`src/rtl/alu_acc_pkg.sv`:
```
// Shared types and constants for the ALU result/accumulator stage.
package alu_acc_pkg;

    typedef enum logic [1:0] {
        MODE_LOAD  = 2'b00,
        MODE_ADD   = 2'b01,
        MODE_HOLD  = 2'b10,
        MODE_CLEAR = 2'b11
    } mode_t;

    typedef enum logic {
        S_IDLE   = 1'b0,
        S_RESULT = 1'b1
    } state_t;

    localparam int ACC_W = 8;

endpackage

```
`src/rtl/acc_add.sv`:
```
// Ripple-carry adder with carry-out for the accumulate path.
// It is built from the same FA cell that the upstream ALU uses.
module fa (
    input  logic a,
    input  logic b,
    input  logic ci,
    output logic s,
    output logic co
);
    assign s  = a ^ b ^ ci;
    assign co = (a & b) | (ci & (a ^ b));
endmodule

module acc_add #(
    parameter int WIDTH = 8
) (
    input  logic [WIDTH-1:0] a,
    input  logic [WIDTH-1:0] b,
    output logic [WIDTH-1:0] sum,
    output logic             cout
);
    logic [WIDTH:0] c;

    assign c[0] = 1'b0;

    for (genvar i = 0; i < WIDTH; i++) begin : g_bit
        fa u_fa (
            .a  (a[i]),
            .b  (b[i]),
            .ci (c[i]),
            .s  (sum[i]),
            .co (c[i+1])
        );
    end

    assign cout = c[WIDTH];
endmodule

```
`src/rtl/alu_acc_reg.sv`:
```
// Result/accumulator stage behind the 4-bit ALU: valid/ready capture, mode
// apply (load/add/hold/clear), sticky overflow and saturating op counter.
module alu_acc_reg
    import alu_acc_pkg::*;
#(
    parameter int WIDTH = ACC_W,
    parameter int CNT_W = 8
) (
    input  logic             Clock,
    input  logic             Reset_b,
    input  logic [WIDTH-1:0] alu_in,
    input  logic [1:0]       mode,
    input  logic             in_valid,
    output logic             in_ready,
    output logic [WIDTH-1:0] acc,
    output logic             out_valid,
    input  logic             out_ready,
    output logic [3:0]       b_feedback,
    output logic             ovf,
    output logic [CNT_W-1:0] op_count
);
    localparam logic [CNT_W-1:0] CNT_MAX = '1;

    state_t           state_q, state_d;
    logic [WIDTH-1:0] acc_q, acc_d;
    logic             ovf_q, ovf_d;
    logic [CNT_W-1:0] cnt_q, cnt_d;
    logic [WIDTH-1:0] sum;
    logic             carry;
    logic             accept;

    acc_add #(.WIDTH(WIDTH)) u_add (
        .a    (acc_q),
        .b    (alu_in),
        .sum  (sum),
        .cout (carry)
    );

    // mode/alu_in are only looked at under accept, so X outside it is harmless
    assign accept = (state_q == S_IDLE) && in_valid;

    always_ff @(posedge Clock or negedge Reset_b) begin
        if (!Reset_b) begin
            state_q <= S_IDLE;
            acc_q   <= '0;
            ovf_q   <= 1'b0;
            cnt_q   <= '0;
        end else begin
            state_q <= state_d;
            acc_q   <= acc_d;
            ovf_q   <= ovf_d;
            cnt_q   <= cnt_d;
        end
    end

    always_comb begin
        state_d = state_q;
        unique case (state_q)
            S_IDLE:   if (in_valid)  state_d = S_RESULT;
            S_RESULT: if (out_ready) state_d = S_IDLE;
            default:                 state_d = S_IDLE;
        endcase
    end

    always_comb begin
        in_ready  = (state_q == S_IDLE);
        out_valid = (state_q == S_RESULT);
    end

    always_comb begin
        acc_d = acc_q;
        ovf_d = ovf_q;
        cnt_d = cnt_q;
        if (accept) begin
            if (cnt_q != CNT_MAX) cnt_d = cnt_q + CNT_W'(1);
            unique case (mode_t'(mode))
                MODE_LOAD:  acc_d = alu_in;
                MODE_ADD: begin
                    acc_d = sum;
                    ovf_d = ovf_q | carry;
                end
                MODE_CLEAR: begin
                    acc_d = '0;
                    ovf_d = 1'b0;
                end
                default: ;
            endcase
        end
    end

    assign acc        = acc_q;
    assign ovf        = ovf_q;
    assign op_count   = cnt_q;
    assign b_feedback = acc_q[3:0];

endmodule
```
`config.mk`:
```
export PLATFORM = sky130hd
export DESIGN_NAME = alu_acc_reg
export DESIGN_NICKNAME = d
export VERILOG_FILES = /design/src/rtl/alu_acc_pkg.sv /design/src/rtl/acc_add.sv /design/src/rtl/alu_acc_reg.sv
export SDC_FILE = /design/constraint.sdc
export NUM_CORES = 1
export LEC_CHECK = 0
export BUFFER_PORTS_ARGS = -buffer_cell sky130_fd_sc_hd__buf_4
export CORE_MARGIN = 1.5
export CORE_UTILIZATION = 37
export CTS_CLUSTER_DIAMETER = 30
export DETAILED_ROUTE_END_ITERATION = 16
export GPL_TIMING_DRIVEN = 0
export PLACE_DENSITY_LB_ADDON = 0.2
export REMOVE_ABC_BUFFERS = 1
export SETUP_SLACK_MARGIN = 0.02
export SLEW_MARGIN = 10
export SYNTH_ARGS = -nofsm -noshare
export SYNTH_HDL_FRONTEND = slang
export SYNTH_SLANG_ARGS = --single-unit
```
`constraint.sdc`:
```
create_clock -name Clock -period 6.27 [get_ports Clock]
set_clock_uncertainty 0.15 [all_clocks]
set_input_delay 0.3135 -clock Clock [delete_from_list [all_inputs] [get_ports Clock]]
set_output_delay 0.3135 -clock Clock [all_outputs]
set_load 0.01 [all_outputs]
```
==> results of run 1 <==
metrics by stage:
stage,cells,instance area [um2]
finish,166,1379
global route,166,1379
CTS,166,1379
detailed placement,161,1333
global placement,161,1333
floorplan,94,1023
state kept, by name, summed over array words and instances (netlist names):
signal,count
acc,8
op_count,8
out_valid,1
ovf,1
worst max-delay path: cells and delay by family (launching register included):
family	cells	cell delay, ns
compound gates	1	0.08
fa+ha+maj	8	2.42
buf+inv	4	0.25
flops	1	0.42
mux	1	0.13
layout make-up:
cell class              instances  area [um2]  share of cell area [%]
clock buffers                   4       36.28                   2.632
inverters                      10       37.54                   2.722
multi-input cells              66       535.5                   38.84
flip-flops and latches         18       450.4                   32.67
well taps                      31       38.79                   2.813
repair buffers                 37       280.3                   20.33
repair_timing:
| item | in CTS | in global routing |
|---|---|---|
| setup endpoints to repair | 0 | 0 |
| hold buffers | 1 | 0 |
| endpoints found under the hold margin | 18 | 0 |
cell families after synthesis:
logic type | Yosys count | share of synthesized area (%)
simple gates | 26 | 12.52
buf+inv | 24 | 12.74
flops | 18 | 39.87
mux | 9 | 8.306
compound gates | 18 | 8.859
fa+ha+maj | 9 | 14.62
xor+xnor | 4 | 3.101
metal layers:
metal / global-route usage [%] / vias to the layer above / part of all wire, %
met5: 0 / - / 0
met4: 7.973 / 0 / 1.8
met3: 2.455 / 4 / 4.1
met2: 24.88 / 19 / 49
met1: 18.10 / 408 / 45
li1: - / 397 / -
cell usage in the layout (no fill, tap or decap), types with 2 or more instances in the layout:
master    count
clkbuf_4      3
xnor2_1       2
a21oi_1       3
nand3_1       3
fa_1          7
nor2_1        3
mux2i_1       6
buf_4        36
xor2_1        2
o21ai_0       9
a31oi_1       3
mux2_2        3
nand2_1      13
inv_1        10
dfrtp_1      18
ha_1          2
power breakdown:
part	switching [mW]	internal [mW]
combinational	0.0983	0.115
sequential	0.0493	0.154
clock	0.0373	0.0354
total	0.185	0.304
worst paths after layout:
path                       cells past startpoint  slack [ns]         from     endpoint
setup / recovery                              14        2.68       acc[0]       acc[7]
hold / removal                                 2        0.03    out_ready    out_valid
setup reg to reg                              14        2.68       acc[0]       acc[7]
hold reg to reg                                1        0.39  op_count[5]  op_count[5]
max in group asynchronous                      2        5.52      Reset_b       acc[3]
min in group asynchronous                      2        0.26      Reset_b       acc[6]
==> qor.csv, run 1 <==
metric,value,unit
first-pass GRT wire length,3.808,mm
total clock sinks,18,
CTS tree,done,
Final HPWL DP,1.598,mm
VDD IR max,0.0001803,V
status,finished with violations,
crit-path most repeated cell,fa_1,
pre-CTS setup slack,2.637,ns
"Slew Viols, Final",0,
synth warn,0,
Power per Cell Area,354.9,nW/um2
setup bufs post-CTS,0,
Area Growth Syn to Fin,22.04,%
Remaining DRCs,2,
CTS root buffer,clkbuf_4,
"count leader, synth",dfrtp_1,
global route overflow,0,
Crit Path Max Fanout,4,
Post-Synthesis Cells,108,
vias in the first global route,877,
pin count of the biggest net entering global routing,19,
CP startpoint kind,register,
crit path capture type,register,
share of cells above drive strength 1,35.56,%
DR vias/cell,4.988,
Post-synth top cells,"dfrtp_1, nand2_1, buf_4, inv_1, o21ai_0",
leakage power total,0.6948,nW
CP max stage cell,fa_1,
Post-synth top flop,dfrtp_1,
CTS resizes,0,
total track usage,14.83,%
failing checks,DRC,
CP max stage delay,0.43,ns
critical path class,reg -> reg,
initial antenna violation count,0,
Hold WC Path Type,in -> reg,
post-layout util,48.74,%
H-tree levels,1,
final-report hold violation count,0,
Routed WL,2.106,mm
max_slew headroom,61.10,%
Tmin final,3.589,ns
synthesized flop and latch total,18,
core area,2829,um2
number of fill cells,265,
register area share after synthesis,39.87,%
Final ANT Viol Nets,0,
wire per inst,12.69,um
clk_lat worst skew,0.29,ns
drt first pass iters,10,
measured slew at the worst slew-check pin,0.5796,ns
Mapped Area,1130,um2
port bufs,36,
CTS Buf Count,3,
async set or reset register ratio after synthesis,100.0,%
initial DRC count,33,
"area leader, netlist",dfrtp_1,
Clock Tree Buf Depth,2,
io pins,37,
Synth area leaders,"dfrtp_1, fa_1, buf_4",
Post-synth EDFFs,0,
Final setup viols,0,
Max-cap violations,0,
worst hold margin,0.02534,ns
FP Rows,19,
"CTS clk-pin slew, worst paths",0.10,ns
Die W,58.26,um
CP required,6.30,ns
Routability Congestion,0.7351,
Worst Path Arrival,3.62,ns
n_diodes,0,
final worst slack,2.681,ns
"Avg Cell Area, Syn",10.46,um2
DR vias,828,
CP cell instances,ha_1 -> fa_1 -> inv_1 -> fa_1 -> inv_1 -> fa_1 -> fa_1 -> fa_1 -> inv_1 -> fa_1 -> inv_1 -> fa_1 -> mux2i_1 -> o21ai_0,
Fmax achieved,278.6,MHz
crit share post-route,57.24,%
die area,3394,um2
Tot Pwr,0.4893,mW
Layout Nets,159,
Yosys top cell area share,39.87,%
Initial Util,39.94,%
TNS Setup,0,ns
unrepaired setup endpoints after global routing,no,
die height,58.26,um
number of distinct library cells after synthesis,27,
(Power assumes the default switching activity.)
==> inputs of run 2 (changes only) <==
clock period = 3.06 ns   (was 6.27 ns; I/O delays follow)
==> run 2 against run 1 <==
Effect of this change: the flow finishes with violations (DRC, setup timing); design area is 3.4% higher; total power is 110% higher; register-to-register slack worse by 3.0 ns; worst setup slack worse by 3.0 ns; first-iteration DRC count is 21% lower; via count is 1.2% higher; critical endpoint unchanged; highest routed layer unchanged.
==> qor.csv, run 2 (synthesis results as in run 1) <==
metric,value,unit,change
total track usage,14.96,%,+0.13 points
first-pass GRT wire length,3.857,mm,+1.3%
Power per Cell Area,721.4,nW/um2,+100%
R2R depth,14,,unchanged
Clock Tree Buf Depth,2,,unchanged
H-tree levels,1,,unchanged
global route overflow,0,,unchanged
n_diodes,0,,unchanged
switch share,37.89,%,+0.10 points
status,finished with violations,,
Worst Path Arrival,3.46,ns,-0.16 ns
Die W,58.26,um,unchanged
Net Switching,0.3899,mW,+110%
Max-cap violations,0,,unchanged
CTS root buffer,clkbuf_4,,
Routed WL,2.136,mm,+1.4%
DR vias,838,,+1.2%
VDD IR max,0.0003696,V,+110%
DR vias/cell,4.959,,-0.59%
drt first pass iters,10,,unchanged
Layout Nets,162,,+1.9%
worst hold margin,0.009578,ns,-0.01576 ns
die height,58.26,um,unchanged
Crit Path Max Fanout,2,,-2
design area,1426,um2,+3.4%
Area Growth Syn to Fin,26.25,%,
Hold WC Path Type,in -> reg,,
leakage power total,0.6951,nW,about the same
wire per inst,12.64,um,-0.38%
FF-to-FF End,acc[7],,
CP startpoint kind,register,,
FP Rows,19,,unchanged
Flop pwr share,40.7,%,-0.9 points
CP cell instances,ha_2 -> fa_2 -> inv_2 -> fa_2 -> inv_2 -> fa_2 -> fa_2 -> fa_2 -> inv_2 -> fa_2 -> inv_2 -> fa_2 -> mux2i_1 -> o21ai_1,,
final worst slack,-0.3230,ns,-3.004 ns
most frequent cells in the layout,"buf_4, dfrtp_1, nand2_1, o21ai_0, fa_2",,
crit-path most repeated cell,fa_2,,
port bufs,36,,unchanged
measured slew at the worst slew-check pin,0.5732,ns,-0.006440 ns
post-layout util,50.42,%,+1.7 points
Tmin final,3.383,ns,-0.2060 ns
max_slew headroom,61.53,%,+0.43 points
Final ANT Viol Nets,0,,unchanged
share of cells above drive strength 1,44.20,%,+8.6 points
number of fill cells,262,,-1.1%
Area after DPL,1333,um2,unchanged
power share of the combinational group,44.8,%,+1.3 points
Final setup viols,3,,+3
placed cell count,161,,unchanged
"Slew Viols, Final",0,,unchanged
pre-CTS setup slack,-0.5384,ns,-3.175 ns
crit path capture type,register,,
CP max stage cell,fa_2,,
Final HPWL DP,1.598,mm,unchanged
initial antenna violation count,0,,unchanged
clock share of power,14.5,%,-0.4 points
CP required,3.14,ns,-3.16 ns
clk_lat worst skew,0.29,ns,about the same
crit share post-route,110.6,%,+53 points
"CTS clk-pin slew, worst paths",0.11,ns,about the same
Remaining DRCs,2,,unchanged
io pins,37,,unchanged
Worst Hold End,acc[7],,
hold path start,alu_in[7],,
total clock sinks,18,,unchanged
initial DRC count,26,,-21%
CTS Buf Count,3,,unchanged
Initial Util,39.94,%,unchanged
Final Non-Filler Cells,169,,+1.8%
CTS tree,done,,
TNS Setup,-0.8346,ns,-0.8346 ns
worst r2r src,acc[0],,
Hold Path Stages,3,,+1
Tot Pwr,1.029,mW,+110%
failing checks,"DRC, setup timing",,
final-report hold violation count,0,,unchanged
critical path class,reg -> reg,,
Fmax achieved,295.6,MHz,+6.1%
"commonest non-fill, non-tap cell in the layout",buf_4,,
pin count of the biggest net entering global routing,19,,unchanged
vias in the first global route,884,,+0.80%
CP max stage delay,0.51,ns,+0.08 ns
die area,3394,um2,unchanged
Routability Congestion,0.7351,,unchanged
internal power,0.6391,mW,+110%
unrepaired setup endpoints after global routing,yes,,
core area,2829,um2,unchanged
R2R setup slack,-0.32,ns,-3.00 ns
==> run 2: power by group through the flow <==
stage / registers [mW] / logic (mW) / clock network, mW
after floorplan: 0.455 / 0.182 / 0
after global placement: 0.416 / 0.429 / 0
after detailed placement: 0.425 / 0.441 / 0
after CTS: 0.420 / 0.469 / 0.154
after global routing: 0.435 / 0.526 / 0.163
final: 0.419 / 0.461 / 0.150
==> run 2: worst max-delay path: cells and delay by family (launching register included) <==
kind            cells  cell delay, ns
flops               1            0.40
buf+inv             4            0.19
fa+ha+maj           8            2.41
compound gates      1            0.11
mux                 1            0.06
==> run 2: worst max-delay path by stage <==
stage	from	to	slack [ns]	depth (start not counted)
floorplan	acc[0]	acc[7]	-0.45	14
global placement	acc[0]	acc[7]	-0.50	14
detailed placement	acc[0]	acc[7]	-0.54	14
CTS	acc[0]	acc[7]	-0.34	14
global route	acc[0]	acc[7]	-0.46	14
finish	acc[0]	acc[7]	-0.32	14
==> run 2: what timing repair did <==
item	4_1_cts	5_1_grt
endpoints found under the hold margin	20	0
gates resized for setup	13	0
buffers inserted	1	0
pin swaps	1	1
endpoints found under the setup margin	3	3
hold buffers	3	0
==> run 2: metal layers <==
layer | vias up | wire, um | GRT usage [%] | part of all wire (%)
li1 | 404 | - | - | -
met5 | - | 0 | 0 | 0
met2 | 19 | 1070 | 25.20 | 50
met4 | 0 | 40 | 7.973 | 1.9
met3 | 4 | 86 | 2.455 | 4.0
met1 | 411 | 939 | 18.22 | 44
==> run 2: area by class of cell <==
class                   instances  area [um2]  share of cell area [%]
clock buffers                   4       36.28                   2.544
repair buffers                 40       307.8                   21.58
well taps                      31       38.79                   2.719
inverters                      10       37.54                   2.632
flip-flops and latches         18       450.4                   31.58
multi-input cells              66       555.5                   38.95
==> inputs of run 3 (changes only) <==
SYNTH_HIERARCHICAL = 1   (was not set)
==> run 3 against run 2 <==
Effect of this change: the run ends with setup timing left; non-clock buffer count rose by 1; wire length increased by 2.8%; first-iteration DRC count fell by 12%; die area down 5.1%; largest cell class unchanged; register-to-register slack got worse by 0.39 ns.
==> qor.csv, run 3 <==
metric,value,unit,change
status,finished with violations,,
failing checks,setup timing,,
max_slew headroom,59.25,%,-2.3 points
vias in the first global route,804,,-9.0%
Post-Synthesis Cells,85,,-21%
Crit Path Max Fanout,2,,unchanged
Flop pwr share,40.7,%,about the same
drt first pass iters,4,,-6
Yosys top cell area share,42.15,%,+2.3 points
met2 GRT Util,25.25,%,+0.049 points
Fmax achieved,264.9,MHz,-10%
"CP delay by family, top",adder cells,,
pre-CTS setup slack,-1.124,ns,-0.5860 ns
VDD IR max,0.0004111,V,+11%
crit share post-route,123.4,%,+13 points
Synth area leaders,"dfrtp_1, fa_1, mux2i_1",,
pin count of the biggest net entering global routing,19,,unchanged
number of fill cells,252,,-3.8%
FP Rows,19,,unchanged
gr busiest metal,met2,,
CP max stage delay,0.43,ns,-0.08 ns
Post-synth top cells,"dfrtp_1, fa_1, mux2i_1, o2bb2ai_1",,
hold path start,alu_in[3],,
CP max stage cell,fa_1,,
n_diodes,0,,unchanged
Power per Cell Area,744.1,nW/um2,+3.2%
GR Layer Usage met3,5.530,%,+3.1 points
wire per inst,14.16,um,+12%
port bufs,36,,unchanged
async set or reset register ratio after synthesis,100.0,%,unchanged
crit path buf inv count,0,,-4
Global Route met1 Usage,19.85,%,+1.6 points
crit path capture type,register,,
Post-synth EDFFs,0,,unchanged
Remaining DRCs,0,,-2
Initial Util,38.75,%,-1.2 points
CTS root buffer,clkbuf_4,,
measured slew at the worst slew-check pin,0.6071,ns,+0.03392 ns
unrepaired setup endpoints after global routing,yes,,
CP required,3.09,ns,-0.05 ns
Final HPWL DP,1.630,mm,+2.0%
H-tree levels,1,,unchanged
"commonest non-fill, non-tap cell in the layout",buf_4,,
"Slew Viols, Final",0,,unchanged
Area after DPL,1338,um2,+0.38%
first-pass GRT wire length,3.850,mm,-0.18%
Clock Tree Buf Depth,2,,unchanged
synthesized flop and latch total,18,,unchanged
"Avg Cell Area, Syn",12.57,um2,+20%
final-report hold violation count,0,,unchanged
Final ANT Viol Nets,0,,unchanged
CTS tree,done,,
final worst slack,-0.7155,ns,-0.3925 ns
register area share after synthesis,42.15,%,+2.3 points
Worst Path Arrival,3.80,ns,+0.34 ns
CP startpoint kind,register,,
post-layout util,52.18,%,+1.8 points
power share of the combinational group,45.8,%,+1.0 points
Worst Hold End,acc[3],,
crit-path most repeated cell,fa_2,,
Area Growth Syn to Fin,34.66,%,
DR vias/cell,5.155,,+4.0%
share of cells above drive strength 1,44.35,%,+0.15 points
die height,56.74,um,-2.6%
io pins,37,,unchanged
Hold WC Path Type,in -> reg,,
total clock sinks,18,,unchanged
R2R depth,10,,-4
core area,2758,um2,-2.5%
Routed WL,2.195,mm,+2.8%
global route overflow,0,,unchanged
total track usage,15.58,%,+0.62 points
synth warn,6,,+6
Die W,56.74,um,-2.6%
worst hold margin,0.007505,ns,-0.002073 ns
Mapped Area,1069,um2,-5.4%
FF-to-FF End,acc[7],,
worst r2r src,acc[0],,
clk_lat worst skew,0.29,ns,about the same
"CTS clk-pin slew, worst paths",0.10,ns,about the same
most frequent cells in the layout,"buf_4, dfrtp_1, mux2i_1, o2bb2ai_1, fa_2",,
Layout Nets,148,,-8.6%
"area leader, netlist",dfrtp_1,,
R2R setup slack,-0.72,ns,-0.39 ns
CP cell instances,fa_2 -> fa_2 -> fa_2 -> fa_2 -> fa_2 -> fa_2 -> fa_2 -> fa_1 -> mux2i_1 -> o2bb2ai_1,,
leakage power total,0.6696,nW,-3.7%
critical path class,reg -> reg,,
initial antenna violation count,0,,unchanged
Hold Path Stages,3,,unchanged
initial DRC count,23,,-12%
internal power,0.6674,mW,+4.4%
Net Switching,0.4033,mW,+3.4%
switch share,37.67,%,-0.22 points
CTS Buf Count,3,,unchanged
Routability Congestion,0.6737,,-8.4%
Final setup viols,4,,+1
Tmin final,3.775,ns,+0.3925 ns
number of distinct library cells after synthesis,29,,+7.4%
design area,1439,um2,+0.88%
die area,3219,um2,-5.1%
Post-synth top flop,dfrtp_1,,
Max-cap violations,0,,unchanged
clock share of power,13.5,%,-1.0 points
"count leader, synth",dfrtp_1,,
DR vias,799,,-4.7%
==> run 3: final cells by class <==
cell class	instances	area (um2)	area share, %
Multi-Input combinational cell	58	584.3	40.61
Sequential cell	18	450.4	31.30
Timing Repair Buffer	41	317.8	22.09
Tap cell	31	38.79	2.696
Clock buffer	4	36.28	2.522
Inverter	3	11.26	0.7826
==> run 3: cells by family after synthesis <==
logic type	share of synthesized area, %
flip-flops	42.15
buffers and inverters	4.801
other	0.3510
AO/OA/AOI/OAI	13.58
AND/OR/NAND/NOR	9.603
adder cells (fa/ha/maj)	16.16
multiplexers	11.71
XOR/XNOR	1.640
==> run 3: metrics by stage <==
| stage | TNS, ns | std cells | power [mW] |
|---|---|---|---|
| 2_1_floorplan | -2.898 | 79 | 0.6714 |
| 3_3_place_gp | -3.032 | 146 | 0.8924 |
| 3_5_place_dp | -3.281 | 146 | 0.9123 |
| 4_1_cts | -2.095 | 155 | 1.085 |
| 5_1_grt | -2.299 | 155 | 1.167 |
| 6_report | -1.883 | 155 | 1.071 |
==> run 3: metal layers <==
layer | share of wire [%] | vias to the layer above
met5 | 0 | -
met4 | 0.73 | 0
met3 | 5.5 | 2
met2 | 51 | 22
met1 | 43 | 390
li1 | - | 385
==> run 3: how the worst max path moves through the flow <==
stage,startpoint,end,slack [ns],depth (start not counted)
global placement,acc[0],acc[7],-1.05,10
floorplan,acc[0],acc[7],-1.02,10
CTS,acc[0],acc[7],-0.78,10
detailed placement,acc[0],acc[7],-1.12,10
global route,acc[0],acc[7],-0.87,10
finish,acc[0],acc[7],-0.72,10
==> run 3: worst register-to-register path: stages, from the launching register on <==
cell,delay (ns)
dfrtp_1,0.41
fa_2,0.34
fa_2,0.36
fa_2,0.35
fa_2,0.35
fa_2,0.37
fa_2,0.35
fa_2,0.35
fa_1,0.43
mux2i_1,0.13
o2bb2ai_1,0.08
==> run 3: what timing repair did <==
action,4_1_cts,5_1_grt
gates cloned,0,0
pin swaps,6,4
setup endpoints to repair,4,4
hold buffers,4,0
endpoints found under the hold margin,21,0
setup buffers,1,0
resized for setup,7,0
==> run 3: power by group through the flow <==
| stage | clock network (mW) | logic (mW) | registers, mW |
|---|---|---|---|
| floorplan | 0 | 0.203 | 0.469 |
| global placement | 0 | 0.457 | 0.435 |
| detailed placement | 0 | 0.471 | 0.442 |
| CTS | 0.152 | 0.496 | 0.438 |
| global route | 0.165 | 0.548 | 0.453 |
| finish | 0.145 | 0.490 | 0.436 |
